$ cat src/rtl/pc_fetch_ctrl_if.sv
// Fetch-stage bus bundle: hazard/redirect controls, instruction-memory
// req/gnt handshake and the decode-side instruction outputs.
interface pc_fetch_ctrl_if #(
  parameter int N = 32
);
  logic          stall_i;
  logic          redirect_i;
  logic [N-1:0]  target_i;
  logic          halt_i;
  logic          imem_req_o;
  logic [N-1:0]  imem_addr_o;
  logic          imem_gnt_i;
  logic [31:0]   imem_rdata_i;
  logic [31:0]   instr_o;
  logic [N-1:0]  pc_o;
  logic          instr_valid_o;
  logic          halted_o;

  // Controller side: drives the fetch request and decode outputs.
  modport master (
    input  stall_i, redirect_i, target_i, halt_i, imem_gnt_i, imem_rdata_i,
    output imem_req_o, imem_addr_o, instr_o, pc_o, instr_valid_o, halted_o
  );

  // Environment side: pipeline control, instruction memory and decode.
  modport slave (
    output stall_i, redirect_i, target_i, halt_i, imem_gnt_i, imem_rdata_i,
    input  imem_req_o, imem_addr_o, instr_o, pc_o, instr_valid_o, halted_o
  );
endinterface

$ cat src/rtl/pc_fetch_ctrl.sv
// Program-counter controller for the instruction-fetch stage.
// Holds the PC, issues fetches through a req/gnt handshake and hands each
// fetched word, tagged with its PC, to decode one cycle after the grant.
module pc_fetch_ctrl #(
  parameter int           N          = 32,
  parameter logic [N-1:0] RESET_ADDR = '0,
  parameter int           INC        = 4
) (
  input  logic              clk_i,
  input  logic              rst_i,
  pc_fetch_ctrl_if.master   bus
);

  typedef enum logic [1:0] {
    IDLE   = 2'd0,
    REQ    = 2'd1,
    HALTED = 2'd2
  } state_t;

  state_t       state_reg, state_next;
  logic [N-1:0] pc_reg;
  logic [31:0]  instr_reg;
  logic [N-1:0] pc_out_reg;
  logic         valid_reg;
  logic         halted_reg;
  logic         fetch_req;
  logic         fetch_accept;

  // State register.
  always_ff @(posedge clk_i) begin
    if (rst_i) state_reg <= IDLE;
    else       state_reg <= state_next;
  end

  // Next state: IDLE always moves on, a halt (not pre-empted by a redirect)
  // parks the controller in HALTED until reset.
  always_comb begin
    state_next = state_reg;
    case (state_reg)
      IDLE:    state_next = REQ;
      REQ:     if (!bus.redirect_i && bus.halt_i) state_next = HALTED;
      HALTED:  state_next = HALTED;
      default: state_next = IDLE;
    endcase
  end

  // Request is suppressed in any redirect, halt or stall cycle so memory
  // never accepts a fetch that would be thrown away.
  always_comb begin
    fetch_req    = (state_reg == REQ) && !bus.stall_i && !bus.redirect_i && !bus.halt_i;
    fetch_accept = fetch_req && bus.imem_gnt_i;
  end

  // PC and decode-side registers, priority redirect > halt > stall > grant.
  always_ff @(posedge clk_i) begin
    if (rst_i) begin
      pc_reg     <= RESET_ADDR;
      instr_reg  <= '0;
      pc_out_reg <= '0;
      valid_reg  <= 1'b0;
      halted_reg <= 1'b0;
    end else if (state_reg != REQ) begin
      valid_reg  <= 1'b0;
    end else if (bus.redirect_i) begin
      pc_reg     <= bus.target_i & ~N'(3);
      valid_reg  <= 1'b0;
    end else if (bus.halt_i) begin
      valid_reg  <= 1'b0;
      halted_reg <= 1'b1;
    end else if (bus.stall_i) begin
      valid_reg  <= valid_reg;
    end else if (fetch_accept) begin
      instr_reg  <= bus.imem_rdata_i;
      pc_out_reg <= pc_reg;
      valid_reg  <= 1'b1;
      pc_reg     <= pc_reg + N'(INC);
    end else begin
      valid_reg  <= 1'b0;
    end
  end

  assign bus.imem_req_o    = fetch_req;
  assign bus.imem_addr_o   = pc_reg;
  assign bus.instr_o       = instr_reg;
  assign bus.pc_o          = pc_out_reg;
  assign bus.instr_valid_o = valid_reg;
  assign bus.halted_o      = halted_reg;

endmodule
$ cat src/flat_wrapper.sv
// flat-port wrapper written by rule: the top's interface ports become plain ports
module pc_fetch_ctrl_flat 
#(
  parameter int           N          = 32,
  parameter logic [N-1:0] RESET_ADDR = '0,
  parameter int           INC        = 4
)
  (clk_i, rst_i, bus_stall_i, bus_redirect_i, bus_target_i, bus_halt_i, bus_imem_gnt_i, bus_imem_rdata_i, bus_imem_req_o, bus_imem_addr_o, bus_instr_o, bus_pc_o, bus_instr_valid_o, bus_halted_o);
  pc_fetch_ctrl_if #(.N(N)) bus_i ();
  input  logic clk_i;
  input  logic rst_i;
  input wire logic [$bits(bus_i.stall_i)-1:0] bus_stall_i;
  input wire logic [$bits(bus_i.redirect_i)-1:0] bus_redirect_i;
  input wire logic [$bits(bus_i.target_i)-1:0] bus_target_i;
  input wire logic [$bits(bus_i.halt_i)-1:0] bus_halt_i;
  input wire logic [$bits(bus_i.imem_gnt_i)-1:0] bus_imem_gnt_i;
  input wire logic [$bits(bus_i.imem_rdata_i)-1:0] bus_imem_rdata_i;
  output wire logic [$bits(bus_i.imem_req_o)-1:0] bus_imem_req_o;
  output wire logic [$bits(bus_i.imem_addr_o)-1:0] bus_imem_addr_o;
  output wire logic [$bits(bus_i.instr_o)-1:0] bus_instr_o;
  output wire logic [$bits(bus_i.pc_o)-1:0] bus_pc_o;
  output wire logic [$bits(bus_i.instr_valid_o)-1:0] bus_instr_valid_o;
  output wire logic [$bits(bus_i.halted_o)-1:0] bus_halted_o;
  assign bus_i.stall_i = bus_stall_i;
  assign bus_i.redirect_i = bus_redirect_i;
  assign bus_i.target_i = bus_target_i;
  assign bus_i.halt_i = bus_halt_i;
  assign bus_i.imem_gnt_i = bus_imem_gnt_i;
  assign bus_i.imem_rdata_i = bus_imem_rdata_i;
  assign bus_imem_req_o = bus_i.imem_req_o;
  assign bus_imem_addr_o = bus_i.imem_addr_o;
  assign bus_instr_o = bus_i.instr_o;
  assign bus_pc_o = bus_i.pc_o;
  assign bus_instr_valid_o = bus_i.instr_valid_o;
  assign bus_halted_o = bus_i.halted_o;
  pc_fetch_ctrl #(.N(N), .RESET_ADDR(RESET_ADDR), .INC(INC)) u_core (.clk_i(clk_i), .rst_i(rst_i), .bus(bus_i));
endmodule
$ cat config.mk
export PLATFORM = sky130hd
export DESIGN_NAME = pc_fetch_ctrl_flat
export DESIGN_NICKNAME = d
export VERILOG_FILES = /design/src/rtl/pc_fetch_ctrl_if.sv /design/src/rtl/pc_fetch_ctrl.sv /design/src/flat_wrapper.sv
export SDC_FILE = /design/constraint.sdc
export NUM_CORES = 1
export LEC_CHECK = 0
export ABC_AREA = 1
export CAP_MARGIN = 5
export CORE_MARGIN = 3
export CORE_UTILIZATION = 55
export CTS_BUF_LIST = sky130_fd_sc_hd__clkbuf_8 sky130_fd_sc_hd__clkbuf_16
export CTS_CLUSTER_DIAMETER = 80
export DETAILED_ROUTE_END_ITERATION = 12
export DONT_BUFFER_PORTS = 1
export HOLD_SLACK_MARGIN = 0.15
export PLACE_DENSITY = 0.7
export SYNTH_ARGS = -nofsm -noshare
export SYNTH_HDL_FRONTEND = slang
export SYNTH_SLANG_ARGS = --single-unit
$ cat constraint.sdc
create_clock -name clk_i -period 1.8 [get_ports clk_i]
set_input_delay 0.45 -clock clk_i [delete_from_list [all_inputs] [get_ports clk_i]]
set_output_delay 0.45 -clock clk_i [all_outputs]
set_load 0.02 [all_outputs]
; ---- Word-level counts from Yosys, hierarchy flattened
; Index checks and enable logic that the tools add are counted.
; Widths: inputs -> output; s select.
[classes]
n_bitwise = 4
reduce_logical = 14
eq_ne = 6
n_addsub = 1
muxes = 7
[op_table]
columns = cell, n
row1 = $mux 32, 4
row2 = $add 32x3->32 const B, 1
row3 = $ne 2x1->1 const B, 3
row4 = $pmux 2 s3, 1
row5 = $logic_and 1x1->1, 5
row6 = $reduce_and 5->1, 1
row7 = $not 1->1, 4
row8 = $reduce_and 4->1, 1
row9 = $reduce_or 4->1, 1
row10 = $logic_not 1->1, 3
row11 = $reduce_and 3->1, 1
row12 = $eq 2x1->1 const B, 1
row13 = $eq 2x2->1 const B, 1
row14 = $logic_not 2->1, 1
row15 = $mux 2, 1
row16 = $ne 2x2->1 const B, 1
row17 = $reduce_bool 2->1, 1
row18 = $mux 1, 1
[word_totals]
out_inout_bits = 99
reg_bits = 100
elab_cells = 38
in_bits = 70

; ---- Depth between registers and ports, before layout
[depth]
ltp_word = 9
mapped_depth = 11
depth_no_buf = 10

; ---- Worst setup path before layout
; OpenSTA, ideal clock, no wires.
[synth_timing]
kind = flip-flop to flip-flop
from = reg u_core.pc_reg[3] (netlist: u_core.bus.imem_addr_o[3])
to = reg u_core.pc_reg[20] (netlist: u_core.bus.imem_addr_o[20])
setup_time_ns = 0.132
arrival_time_ns = 1.475
synth_period_minus_slack_ns = 1.608
setup_slack_ns = 0.192
path_stages_with_launch = 11
path_cell_list = dfxtp_1 > ha_1 > nand2_1 > nor2_2 > nand2_1 > nor2_1 > nand3_1 > nand2_1 > nand2_1 > nand2_1 > a21oi_1
[synth_between]
elab_chain_len = 5
[synth_lines]
columns = item, line_no
row1 = start: declaration, pc_fetch_ctrl.sv:21  ; logic [N-1:0] pc_reg;
row2 = start signal: assignment, pc_fetch_ctrl.sv:65  ; pc_reg <= bus.target_i & ~N'(3);
row3 = start signal: assignment, pc_fetch_ctrl.sv:76  ; pc_reg <= pc_reg + N'(INC);
row4 = $add 32x3->32, pc_fetch_ctrl.sv:76
row5 = $mux 32, pc_fetch_ctrl.sv:72  ; end else if (fetch_accept) begin
row6 = $mux 32, pc_fetch_ctrl.sv:70  ; end else if (bus.stall_i) begin
row7 = $mux 32, pc_fetch_ctrl.sv:67  ; end else if (bus.halt_i) begin
row8 = $mux 32, pc_fetch_ctrl.sv:64  ; end else if (bus.redirect_i) begin
; No other way between the ends. The select of a mux whose other input is x is not followed.
; A chain may end at the register's enable or synchronous reset.

; ---- Worst setup path after layout
[layout_timing]
from = reg u_core.state_reg[1]
to = out bus_imem_req_o
[layout_between]
elab_chain_len = 4
[layout_lines]
columns = item, line_no
row1 = start: declaration, pc_fetch_ctrl.sv:20  ; state_t state_reg, state_next;
row2 = start signal: assignment, pc_fetch_ctrl.sv:32  ; else state_reg <= state_next;
row3 = $eq 2x1->1, pc_fetch_ctrl.sv:50  ; fetch_req = (state_reg == REQ) && !bus.stall_i && !bus.redirect_i && !bus.halt_i;
row4 = $logic_and 1x1->1 (3 in series), pc_fetch_ctrl.sv:50
row5 = end: declaration, flat_wrapper.sv:18  ; output wire logic [$bits(bus_i.imem_req_o)-1:0] bus_imem_req_o;
; No other way between the ends.

==> flow_summary.toml <==
[place]
gp_congestion = 0.898
portBuffers = 0
dpl.hpwl_mm = 8.88
dp.cells = 795
dpl_cell_area_um2 = 4850

[grt]
grt_pass1_vias = 4040
antenna_found_initial = 0
grt_overflow = 0
grt_start_max_net_pins = 92
grt_usage = 0.253
grt_pass1_wl_mm = 20.0

[pwr]
seqPwrFrac = 0.515
powerDensity_nw_per_um2 = 927
combPwrFrac = 0.181
p_switching_w = 0.00150
power_frac_clock = 0.305
switching_share = 0.315
peakVddDrop_mv = 0.428
power.internal_w = 0.00327
leakagePower_nw = 1.80

[final_layout]
area_growth_pct = 11.4
layout-drive-gt1-share = 0.104
stdcell_count = 815
largest_register_ff_count = 32
final_area_um2 = 5140
insertedDiodeCount = 0
finalNetCount = 781

[die]
core_area_um2 = 7930
die_x_um = 97.6
die_area_um2 = 9520
start_util = 0.582
rows = 32
io_pins = 169
chipHeight_um = 97.6

[detailed_routing]
drt-initial-drc-count = 220
totalWireLength_mm = 12.1
wl_met3_mm = 1.06
drc_errors = 0
vias = 4352
drtAntennaViolNets = 0
routedWlPerCell_um = 14.8
via_per_inst = 5.34
dr.pass1.iters = 4
wl_met2_mm = 5.66
drt-met1-wl_mm = 5.24
top_layer_used = "met4"

[sta]
setup_viol = 0
finalMaxSlewViolations = 0
final-hold-violation-count = 0
finalCritPeriodShare = 0.990
timing.setup.tns_ns = 0
maxSlewHeadroom = 0.648
fmax_mhz = 561
period_needed_ns = 1.78
fin_worst_skew_ns = 0.0160
tightest_slew_ns = 0.526
grt_setup_unrepaired = "true"

[clock_tree]
cts_root_buffer = "clkbuf_8"
clk_pin_slew_ns = 0.09
cts-buffers-inserted = 9
cts_tree = "built"
cts_max_level = 3
clk_latency_ns = 0.36
clock_path_buffers = 2
clock_sinks = 96

[logic_synthesis]
ys_warn_count = 0
synthCells = 693
synth.avg_cell_area_um2 = 6.66
synth_cell_types = 31
seq_area_frac_synth = 0.417
ys_seq_elements = 96
synth_area_um2 = 4610

[worst_hold_path]
worstHoldPathCells = 1
min-delay-path-class = "primary input to flip-flop"

[critical_path]
path_class = "flip-flop to primary output"
startpoint_type = "flip-flop"
arrival_ns = 1.33
path_max_fanout = 3
cp-end-kind = "primary output"
crit_required_ns = 1.35
worstRegToRegCells = 10

[status]
status = "complete, no violations"

[flow_run]
maxCapViolations = 0
[cell usage in the layout, fill, tap and decap left out, types with 2 or more instances in the layout]
| cell type | netlist | routed |
|---|---|---|
| clkinvlp_4 | 0 | 2 |
| nor3_1 | 2 | 2 |
| inv_2 | 1 | 2 |
| nand2_1 | 145 | 144 |
| o22ai_1 | 3 | 3 |
| inv_6 | 0 | 2 |
| dfxtp_2 | 0 | 2 |
| ha_1 | 3 | 2 |
| inv_1 | 101 | 99 |
| o21ai_0 | 82 | 82 |
| buf_4 | 5 | 35 |
| dfxtp_1 | 96 | 94 |
| o21ai_1 | 8 | 8 |
| nor2_4 | 2 | 4 |
| a31oi_1 | 3 | 3 |
| clkbuf_8 | 0 | 10 |
| nor2_2 | 2 | 3 |
| conb_1 | 1 | 4 |
| nor2_1 | 66 | 63 |
| buf_6 | 2 | 2 |
| dlygate4sd3_1 | 0 | 3 |
| or2_2 | 4 | 4 |
| o31ai_1 | 2 | 2 |
| nand3_1 | 29 | 29 |
| a21oi_1 | 95 | 95 |
[cells by family (layout without fill, tap and decap cells)]
logic type | after synthesis | count (layout) | synth area share
and+or+nand+nor | 255 | 255 | 0.231
AOI/OAI and AO/OA | 196 | 196 | 0.219
buffers and inverters | 142 | 159 | 0.125
DFF | 96 | 96 | 0.417
adders and majority gates | 3 | 3 | 0.00814
other | 1 | 4 | 0.000813
[layout make-up]
type | instances | area (um^2)
fill | 742 | 2790
multi-input combinational | 458 | 2160
sequential | 96 | 1920
inverter | 102 | 385
timing repair buffer | 41 | 335
clock buffer | 10 | 138
tap | 102 | 128
clock inverter | 6 | 66.3
[cells in the mapped netlist]
master	instances	area, um^2
nand3_4	1	17.5
o31ai_1	2	15.0
clkbuf_1	25	93.8
nor3b_1	1	7.51
nor2_2	2	12.5
ha_1	3	37.5
nand3_1	29	145
nor2_8	1	20.0
a21oi_1	95	475
a21oi_4	1	16.3
buf_4	5	37.5
or2_2	4	25.0
and2_1	1	6.26
conb_1	1	3.75
nor2_4	2	22.5
o21ai_1	8	40.0
nand2_1	145	544
a211oi_1	1	7.51
nor2_1	66	248
o21a_1	1	7.51
buf_2	7	35.0
o21ai_0	82	410
inv_1	101	379
buf_6	2	22.5
o22ai_1	3	18.8
a31oi_1	3	18.8
nor3_1	2	10.0
dfxtp_1	96	1920
inv_2	1	3.75
buf_1	1	3.75
or2_1	1	6.26
[what timing repair did]
item / 4_1_cts / 5_1_grt
hold buffers: 2 / 1
buffers inserted: 1 / 0
endpoints found under the hold margin: 11 / 2
pin swaps: 1 / 0
endpoints found under the setup margin: 1 / 6
resized for setup: 10 / 6
gates cloned: 0 / 0
[routing by layer]
layer  global-route usage  vias up
met2                0.424      171
met3               0.0696       10
met5                    0        -
met4               0.0511        0
met1                0.327     1941
li1                     -     2230
[per-stage QoR]
stage           util  hold WS (ns)  worst slack, ns  total power, W
2_1_floorplan      -         0.454            0.192         0.00308
3_3_place_gp   0.612         0.463            0.157         0.00325
3_5_place_dp   0.612         0.478           0.0920         0.00328
4_1_cts        0.645         0.151          0.00745         0.00479
5_1_grt        0.649         0.151          -0.0599         0.00502
6_report       0.649         0.162           0.0186         0.00477
[power groups by stage]
stage / logic (W) / clock network [W] / registers [W]
finish: 0.000862 / 0.00145 / 0.00245
global route: 0.000975 / 0.00157 / 0.00248
CTS: 0.000844 / 0.00149 / 0.00245
detailed placement: 0.000787 / 0 / 0.00249
global placement: 0.000762 / 0 / 0.00249
floorplan: 0.000518 / 0 / 0.00256
[worst max-delay path: stages (launching register included)]
cell and delay [ns]:
dfxtp_2 0.32, inv_2 0.07, ha_4 0.14, inv_4 0.04, nor2_8 0.11, nand2_4 0.06, nor2_4 0.11, buf_6 0.12
[worst paths after layout]
| check | slack [ns] | from | end |
|---|---|---|---|
| setup / recovery | 0.02 | u_core.state_reg[1] | bus_imem_req_o |
| hold / removal | 0.16 | rst_i | u_core.bus.halted_o |
| setup reg to reg | 0.15 | u_core.bus.imem_addr_o[2] | u_core.bus.imem_addr_o[22] |
| hold reg to reg | 0.51 | u_core.state_reg[0] | u_core.state_reg[0] |
Note: power is estimated with default switching activity, not from simulation.
